--- src/rtl/amo_exec_unit.sv ---
// RV32A word atomic executor: one load, ALU combine, one store, then returns the
// original memory word. Misaligned requests answer immediately with an error.
module amo_exec_unit #(
  parameter int XLEN   = 32,
  parameter int ADDR_W = 32
) (
  input  logic              clk,
  input  logic              rst,
  input  logic              req_valid,
  output logic              req_ready,
  input  logic [3:0]        req_amoop,
  input  logic [ADDR_W-1:0] req_addr,
  input  logic [XLEN-1:0]   req_data,
  output logic              rsp_valid,
  output logic [XLEN-1:0]   rsp_rdata,
  output logic              rsp_err,
  output logic              mem_req_valid,
  input  logic              mem_req_ready,
  output logic              mem_we,
  output logic [ADDR_W-1:0] mem_addr,
  output logic [XLEN-1:0]   mem_wdata,
  output logic [3:0]        mem_be,
  input  logic              mem_rvalid,
  input  logic [XLEN-1:0]   mem_rdata
);

  typedef enum logic [2:0] {IDLE, RD_REQ, RD_WAIT, WR_REQ, RESP} state_t;

  state_t            state_q, state_d;
  logic [3:0]        op_q, op_d;
  logic [ADDR_W-1:0] addr_q, addr_d;
  logic [XLEN-1:0]   b_q, b_d;
  logic [XLEN-1:0]   old_q, old_d;
  logic [XLEN-1:0]   new_q, new_d;
  logic              err_q, err_d;

  // Unlisted encodings (9-15) fall through to ADD, as the decoder does.
  function automatic logic [XLEN-1:0] amo_alu(input logic [3:0] op,
                                              input logic [XLEN-1:0] a,
                                              input logic [XLEN-1:0] b);
    logic signed [XLEN-1:0] sa;
    logic signed [XLEN-1:0] sb;
    logic [XLEN-1:0]        res;
    sa = a;
    sb = b;
    case (op)
      4'd1:    res = b;
      4'd2:    res = a ^ b;
      4'd3:    res = a & b;
      4'd4:    res = a | b;
      4'd5:    res = (sb < sa) ? b : a;
      4'd6:    res = (sb > sa) ? b : a;
      4'd7:    res = (b < a) ? b : a;
      4'd8:    res = (b > a) ? b : a;
      default: res = a + b;
    endcase
    return res;
  endfunction

  always_ff @(posedge clk or posedge rst) begin
    if (rst) begin
      state_q <= IDLE;
      op_q    <= '0;
      addr_q  <= '0;
      b_q     <= '0;
      old_q   <= '0;
      new_q   <= '0;
      err_q   <= 1'b0;
    end else begin
      state_q <= state_d;
      op_q    <= op_d;
      addr_q  <= addr_d;
      b_q     <= b_d;
      old_q   <= old_d;
      new_q   <= new_d;
      err_q   <= err_d;
    end
  end

  always_comb begin
    state_d       = state_q;
    op_d          = op_q;
    addr_d        = addr_q;
    b_d           = b_q;
    old_d         = old_q;
    new_d         = new_q;
    err_d         = err_q;
    req_ready     = 1'b0;
    rsp_valid     = 1'b0;
    mem_req_valid = 1'b0;
    mem_we        = 1'b0;
    mem_be        = 4'h0;
    case (state_q)
      IDLE: begin
        req_ready = 1'b1;
        if (req_valid) begin
          op_d    = req_amoop;
          addr_d  = req_addr;
          b_d     = req_data;
          old_d   = '0;
          err_d   = |req_addr[1:0];
          state_d = (|req_addr[1:0]) ? RESP : RD_REQ;
        end
      end
      RD_REQ: begin
        mem_req_valid = 1'b1;
        if (mem_req_ready) state_d = RD_WAIT;
      end
      // rvalid is only looked at here, so one coincident with the read handshake is dropped.
      RD_WAIT: begin
        if (mem_rvalid) begin
          old_d   = mem_rdata;
          new_d   = amo_alu(op_q, mem_rdata, b_q);
          state_d = WR_REQ;
        end
      end
      WR_REQ: begin
        mem_req_valid = 1'b1;
        mem_we        = 1'b1;
        mem_be        = 4'hF;
        if (mem_req_ready) state_d = RESP;
      end
      RESP: begin
        rsp_valid = 1'b1;
        state_d   = IDLE;
      end
      default: state_d = IDLE;
    endcase
  end

  assign mem_addr  = addr_q;
  assign mem_wdata = new_q;
  assign rsp_rdata = (state_q == RESP && !err_q) ? old_q : '0;
  assign rsp_err   = (state_q == RESP) && err_q;

endmodule

--- config.mk ---
export PLATFORM = sky130hd
export DESIGN_NAME = amo_exec_unit
export DESIGN_NICKNAME = d
export VERILOG_FILES = /design/src/rtl/amo_exec_unit.sv
export SDC_FILE = /design/constraint.sdc
export NUM_CORES = 1
export LEC_CHECK = 0
export CAP_MARGIN = 40
export CELL_PAD_IN_SITES_DETAIL_PLACEMENT = 0
export CELL_PAD_IN_SITES_GLOBAL_PLACEMENT = 1
export CORE_MARGIN = 2
export CORE_UTILIZATION = 39
export CTS_BUF_LIST = sky130_fd_sc_hd__clkbuf_4 sky130_fd_sc_hd__clkbuf_8 sky130_fd_sc_hd__clkbuf_16
export CTS_CLUSTER_DIAMETER = 30
export DETAILED_ROUTE_END_ITERATION = 16
export HOLD_SLACK_MARGIN = 0.03
export PLACE_DENSITY = 0.85
export RECOVER_POWER = 100
export SLEW_MARGIN = 10
export SYNTH_ARGS = -nofsm -noshare
export SYNTH_HDL_FRONTEND = slang
export SYNTH_SLANG_ARGS = --single-unit
export TNS_END_PERCENT = 50
--- constraint.sdc ---
create_clock -name clk -period 6 [get_ports clk]
set_input_delay 1.2 -clock clk [delete_from_list [all_inputs] [get_ports clk]]
set_output_delay 1.2 -clock clk [all_outputs]
set_load 0.005 [all_outputs]
* Word level (Yosys, flattened, before mapping)
Index checks and enable logic that the tools add are counted.
Storage, ports and cells: flip-flop bits (word level) 136, input bits 105, output and inout bits 105, word-level logic and storage cells 62
Cells by class: $add $sub $neg 1, magnitude comparators 4, equality and inequality tests 16, muxes and demuxes 20, bitwise logic cells 3, reductions and logical operators 11
Operators by type and width (count):
- case mux 32 bit (8 select lines) | 1
- two-way mux 32 bit | 7
- > comparator 32 bit | 2
- less-than comparator 32 bit | 2
- case mux 32 bit (2 select lines) | 1
- adder 32 bit | 1
- AND 32 bit | 1
- OR 32 bit | 1
- XOR 32 bit | 1
- == test 4 x 3 -> 1 bit, second input constant | 4
- two-way mux 3 bit | 5
- case mux 3 bit (4 select lines) | 1
- == test 4 x 2 -> 1 bit, second input constant | 2
- inequality test 2 bit, second input constant | 4
- == test 3 x 2 -> 1 bit, second input constant | 2
- == test 4 x 1 -> 1 bit, second input constant | 1
- == test 4 bit, second input constant | 1
- two-way mux 1 bit | 4
- two-way mux 4 bit | 1
- AND reduction 2 bit | 2
- AND reduction 4 bit | 1
- OR reduction 2 bit | 2
- == test 3 x 1 -> 1 bit, second input constant | 1
- == test 3 bit, second input constant | 1
- other kinds (5) | 6

* Depth between registers and ports, before layout
Gate-level depths: netlist (run 1).
depth in word-level cells 4, gate-level depth with buffers 13, gate-level depth less buffers 12

* Least setup slack after synthesis (run 1)
No wires, ideal clock.
path kind input to register, start input mem_rdata[15], end register new_q[17], in the netlist mem_wdata[17], setup time 0.121 ns, arrival 3.567 ns, data required time 5.879 ns, slack 2.312 ns, stages on the path 13, buffers on the path 2, cell sequence inv_1 ha_1 buf_2 nor4_4 nand4_1 a21oi_1 nor4_1 o211ai_4 mux2i_1 o211ai_2 buf_6 a221o_1 o22a_1
On the way: longest elaborated chain between the ends 3, elaborated cells between the ends (all ways) 10, those cells by class add/sub: 1; order compare: 4; mux: 5
Ends and longest elaborated chain:
- from (decl) | RTL line 24 | input logic [XLEN-1:0] mem_rdata
- > comparator 32 bit (tied with other cells) | RTL line 54 | 4'd8: res = (b > a) ? b : a;
- two-way mux 32 bit (on tied branches)
- case mux 32 bit (8 select lines) * | RTL line 46 | case (op)
- to (signal assigned) | RTL line 75 | new_q <= new_d;
- to (decl) | RTL line 34 | logic [XLEN-1:0] new_q, new_d;
Every way passes the cells marked *; elsewhere a longest branch is shown, timed or not. A chain may end at the register's enable or synchronous reset.

* Final worst setup path (run 1)
start input mem_rdata[15], end register new_q[1], in the netlist mem_wdata[1]
The elaborated chain is that of the path after synthesis.

==> impl_metrics.json, run 1 <==
{
  "min_period_ns": 4.95,
  "drive_gt1_share_pct": 8.54,
  "rsz0062_at_grt": "false",
  "grt_pass1_vias": 8722,
  "period_share_pct": 82.5,
  "multi_input_area_sq_mm": 0.00556,
  "synth_cell_types": 73,
  "synth_top_area_cell": "dfrtp_1",
  "ys_seq_elements": 136,
  "post-cts-setup-buffers": 0,
  "max_freq_mhz": 202,
  "wl_per_cell_um": 17.9,
  "syn_area_per_cell_sq_um": 8.69,
  "clk_latency_ns": 0.43,
  "violations": "max-capacitance violations, max-slew violations",
  "status": "finished with violations",
  "ys_seq_area_share_pct": 35.3,
  "antenna_found_initial": 0,
  "synth_top_area_share_pct": 35.3,
  "root_buffer": "clkbuf_16",
  "hold_viol_final": 0,
  "end_kind": "flip-flop",
  "syn_inst": 1110,
  "slew-limit-headroom_pct": -103,
  "setup_violations": 0,
  "async_flop_share_pct": 100,
  "die_h_um": 161,
  "num_vias": 8673,
  "critPathArrivalTime_ns": 5.29,
  "whs_endpoint": "old_q[18]",
  "rr_worst_depth": 4,
  "hold_buffers": 0,
  "core_sq_mm": 0.0243,
  "die_width_um": 161,
  "stdcell_count": 1612,
  "area_growth_pct": 29.6,
  "finalNetCount": 1477,
  "worstReg2RegEnd": "op_q[0]",
  "cts_sinks": 136,
  "grt_overflow_total": 0,
  "grt_max_degree": 76,
  "min_path_cells": 2,
  "reg2reg_slack_ns": 1.74,
  "setup_tns_ns": 0,
  "min-delay-start": "old_q[18]",
  "final.fill_count": 2275,
  "placed_cells": 1580,
  "p_leak_nw": 5.40,
  "routabilityCongestion": 0.846,
  "grt_pass1_wl_um": 46700,
  "cts.reportedPaths.clkPinSlew_ns": 0.06,
  "diodes": 0,
  "clk_path_buf_depth": 2,
  "netlist_area_sq_mm": 0.00965,
  "worst_slew_pin_slew_ns": 3.04,
  "synth_edf_count": 0,
  "slew_viol_final": 163,
  "numCtsBuffers": 17,
  "r2r_start": "state_q[0]",
  "seqCellArea_sq_mm": 0.00340,
  "dpl.hpwl_um": 20500,
  "synth.area.top_cells": "dfrtp_1, ha_1, o21ai_0",
  "postCtsResizedCells": 0,
  "cp.required_ns": 6.34,
  "ant_nets": 0,
  "powerDensity_mw_per_mm2": 499,
  "io_buffers": 209,
  "hold_path_class": "flip-flop to flip-flop",
  "die_area_sq_mm": 0.0260,
  "via_per_inst": 5.38,
  "synth.most_common_cell": "nand2_1",
  "ios": 210,
  "clock_skew_ns": 0.0168,
  "holdWs_ns": 0.470,
  "path_class": "input port to flip-flop",
  "worstPathMaxFanout": 12,
  "placed_cell_area_sq_mm": 0.0120,
  "synthFlopType": "dfrtp_1",
  "netlist_top_cells_count": "nand2_1, dfrtp_1, o21ai_0",
  "stdcell_area_sq_mm": 0.0125,
  "wirelength_um": 28900,
  "rows": 57,
  "drtPass1Iterations": 5,
  "drv_cap": 3,
  "drtIter0Drc": 591,
  "cts_tree": "yes",
  "htreeDepth": 4,
  "syn_nets": 1312,
  "grt_usage_pct": 22.6,
  "drc": 0,
  "vdd_drop_max_mv": 0.251,
  "worstSetupStartpointType": "input port",
  "final_util_pct": 51.4,
  "initial_core_util_pct": 39.7,
  "ys.warnings.count": 0
}
-- area by class of cell --
cell class | count | share of cell area, %
Inverter | 82 | 2.47
Timing Repair Buffer | 226 | 17.8
Sequential cell | 136 | 27.2
Clock inverter | 13 | 1.18
Clock buffer | 19 | 3.52
Tap cell | 324 | 3.24
Multi-Input combinational cell | 812 | 44.5
-- power by group --
part	switching, mW	total [mW]	leakage [nW]	internal [mW]
sequential	0.346	1.71	1.66	1.36
clock	0.449	1.08	0.283	0.627
combinational	1.98	3.46	3.46	1.47
-- how the worst max path moves through the flow --
stage,slack (ns),startpoint,end
2_1_floorplan,1.16,rst,b_q[0]
3_3_place_gp,1.16,mem_rdata[26],mem_wdata[17]
3_5_place_dp,1.07,mem_rdata[15],mem_wdata[17]
4_1_cts,1.50,mem_rdata[15],mem_wdata[17]
5_1_grt,0.66,req_valid,old_q[21]
6_report,1.05,mem_rdata[15],mem_wdata[1]
-- layer usage --
metal  vias up  share of wire, %  GRT usage (%)
met5         -                 0              0
met4         0               1.0           5.40
met3        22               8.1           6.52
met2       327                46           36.8
met1      4116                45           29.9
li1       4208                 -              -
-- logic make-up (layout without fill, tap and decap cells) --
group / Yosys count / after routing / share of synthesized area, %
compound gates: 325 / 325 / 22.5
xor+xnor: 18 / 18 / 1.63
fa+ha+maj: 97 / 97 / 12.7
buf+inv: 162 / 340 / 7.02
flops: 136 / 136 / 35.3
mux: 39 / 39 / 4.50
simple gates: 333 / 333 / 16.4
-- per-stage QoR --
stage,setup slack [ns],total power [mW]
finish,1.05,6.24
CTS,1.50,6.38
detailed placement,1.07,5.27
floorplan,1.16,3.96
global route,0.665,6.75
global placement,1.16,5.19
-- state kept, by name, indices dropped and copies added, names as in the netlist --
signal,flops
op_q,4
b_q,32
old_q,32
state_q,3
mem_wdata,32
mem_addr,32
err_q,1
-- layout by cell type, fill, tap and decap left out, drive strengths merged, types with 4 or more instances in the layout --
cell type      count
nand3             16
a21o              15
a41oi              5
mux2i              4
dfrtp            136
and3               4
o21bai             5
a31oi             16
mux2              35
clkinvlp           4
a21oi             62
nor3              19
nor4               8
o2111ai            7
nor2b              9
clkinv             5
dlygate4sd3       82
xor2               8
and2              40
a221oi            33
a22oi             20
clkbuf            22
xnor2             10
nand2            147
inv               84
nand2b             5
o21ai            116
o31ai              6
nand4              6
clkdlybuf4s50    127
a211oi             5
nor2              69
buf               14
o211ai             6
a221o              7
ha                96
-- worst max-delay path, cell delays in order --
cell	delay (ns)
clkdlybuf4s50_1	0.54
inv_1	0.08
ha_1	0.44
nor4_1	0.52
nand4_1	0.24
a21oi_1	0.21
nor4_1	0.11
o211ai_4	0.32
mux2i_1	0.15
o211ai_1	0.76
buf_4	0.36
a221oi_1	0.12
a311oi_2	0.24
(Power assumes the default switching activity.)
==> run 2: changes to the inputs <==
--- a/config.mk
+++ b/config.mk
@@ -9,12 +9,12 @@
 export CELL_PAD_IN_SITES_DETAIL_PLACEMENT = 0
 export CELL_PAD_IN_SITES_GLOBAL_PLACEMENT = 1
 export CORE_MARGIN = 2
-export CORE_UTILIZATION = 39
+export CORE_UTILIZATION = 35
 export CTS_BUF_LIST = sky130_fd_sc_hd__clkbuf_4 sky130_fd_sc_hd__clkbuf_8 sky130_fd_sc_hd__clkbuf_16
 export CTS_CLUSTER_DIAMETER = 30
 export DETAILED_ROUTE_END_ITERATION = 16
 export HOLD_SLACK_MARGIN = 0.03
-export PLACE_DENSITY = 0.85
+export PLACE_DENSITY = 0.81
 export RECOVER_POWER = 100
 export SLEW_MARGIN = 10
 export SYNTH_ARGS = -nofsm -noshare
==> constraint.sdc (replaced) <==
create_clock -name clk -period 4.23 [get_ports clk]
set_input_delay 0.846 -clock clk [delete_from_list [all_inputs] [get_ports clk]]
set_output_delay 0.846 -clock clk [all_outputs]
set_load 0.005 [all_outputs]
==> impl_metrics.json, run 2 (synthesis results as in run 1) <==
{
  "hold_viol_final": 0,
  "final_util_pct": 48.4,
  "status": "finished with violations",
  "drtIter0Drc": 664,
  "drive_gt1_share_pct": 13.3,
  "holdWs_ns": 0.473,
  "wirelength_um": 30400,
  "postCtsResizedCells": 0,
  "finalNetCount": 1548,
  "drv_cap": 4,
  "cts_tree": "yes",
  "reg2reg_slack_ns": 0.57,
  "grt_pass1_vias": 9371,
  "cp.buffers_inverters": 4,
  "rsz0062_at_grt": "false",
  "setup_violations": 0,
  "clk_path_buf_depth": 2,
  "post-cts-setup-buffers": 0,
  "core_sq_mm": 0.0270,
  "stdcell_area_sq_mm": 0.0131,
  "placed_cells": 1668,
  "num_vias": 9052,
  "slew-limit-headroom_pct": -68.5,
  "violations": "max-capacitance violations, max-slew violations",
  "worst_slew_pin_slew_ns": 2.53,
  "critPathArrivalTime_ns": 4.23,
  "io_buffers": 209,
  "stdcell_count": 1700,
  "initial_core_util_pct": 35.7,
  "path_class": "input port to flip-flop",
  "ant_nets": 0,
  "vdd_drop_max_mv": 0.354,
  "routabilityCongestion": 0.858,
  "grt_pass1_wl_um": 49800,
  "numCtsBuffers": 17,
  "hold_path_class": "flip-flop to flip-flop",
  "placed_cell_area_sq_mm": 0.0126,
  "drc": 0,
  "max_freq_mhz": 255,
  "slowest_delay_ns": 0.54,
  "slew_viol_final": 166,
  "powerDensity_mw_per_mm2": 710,
  "worstPathCellList": "clkdlybuf4s50_1, inv_1, ha_1, nor3b_1, nor3_1, o21bai_1, nor4_1, o211ai_4, buf_4, a221oi_1, nor2_2, buf_12, a221o_1, o22a_1",
  "min_period_ns": 3.92,
  "die_h_um": 170,
  "hold_buffers": 0,
  "wl_per_cell_um": 17.9,
  "period_share_pct": 92.6,
  "crit_slowest_cell": "nor4_1",
  "grt_overflow_total": 0,
  "layout_commonest_cell": "nand2_1",
  "setup_tns_ns": 0,
  "mostFrequentLayoutCells": "nand2_1, dfrtp_1, clkdlybuf4s50_1",
  "worstPathMaxFanout": 12,
  "end_kind": "flip-flop",
  "cp.required_ns": 4.55,
  "area_growth_pct": 35.7,
  "rows": 60,
  "cts.reportedPaths.clkPinSlew_ns": 0.07,
  "ios": 210,
  "htreeDepth": 4,
  "root_buffer": "clkbuf_16",
  "die_width_um": 170,
  "p_leak_nw": 5.77,
  "clk_latency_ns": 0.43,
  "crit_family": "compound AO/OA/AOI/OAI gates",
  "via_per_inst": 5.32,
  "drtPass1Iterations": 5,
  "worstSetupStartpointType": "input port",
  "grt_usage_pct": 21.7,
  "diodes": 0,
  "dpl.hpwl_um": 22200,
  "cts_sinks": 136,
  "clock_skew_ns": 0.0185,
  "antenna_found_initial": 0,
  "die_area_sq_mm": 0.0289,
  "grt_max_degree": 66
}
run 2: changes by cell type in the layout (fill, tap and decap cells not counted), sizes merged:
cell,before,now
clkbuf,22,25
dlygate4sd3,82,88
buf,14,80
clkinv,5,3
clkdlybuf4s50,127,121
clkinvlp,4,5
bufinv,2,1
inv,84,88
run 2: through the flow:
stage          total power [mW]  setup WS, ns
3_5_place_dp               7.91        -0.155
2_1_floorplan              5.61         0.896
5_1_grt                    10.1        0.0307
3_3_place_gp               7.74       -0.0509
6_report                   9.29         0.312
4_1_cts                    9.50         0.278
run 2: worst paths after layout:
path | from | end | cells past startpoint
worst max-delay path | mem_rdata[14] | mem_wdata[17] | 14
worst min-delay path | old_q[14] | old_q[14] | 2
worst max register to register | state_q[0] | mem_addr[18] | 4
worst min register to register | old_q[14] | old_q[14] | 2
max in group asynchronous | rst | mem_wdata[26] | 3
min in group asynchronous | rst | old_q[0] | 2
run 2: layout make-up:
class	instances	area, sq um
clock buffer	17	425
clock inverter	15	163
fill	2642	13900
inverter	82	309
multi-input combinational	812	5590
sequential	136	3400
tap	341	427
timing repair buffer	297	2770
run 2: power by group:
group / total (mW) / leakage [nW] / switching, mW / internal, mW
combinational: 5.31 / 3.84 / 2.94 / 2.38
clock: 1.54 / 0.276 / 0.704 / 0.836
sequential: 2.44 / 1.66 / 0.504 / 1.93
run 2: layer usage:
| metal | vias up | wire (um) | GRT usage, % |
|---|---|---|---|
| met5 | - | 0 | 0 |
| met4 | 0 | 538 | 5.72 |
| met3 | 33 | 2500 | 6.44 |
| met2 | 347 | 13300 | 33.6 |
| met1 | 4315 | 14000 | 29.4 |
| li1 | 4357 | - | - |
run 2: worst min-delay path: stages (launching register included):
cell	delay, ns
dfrtp_1	0.34
nand2_1	0.04
o21ai_0	0.06
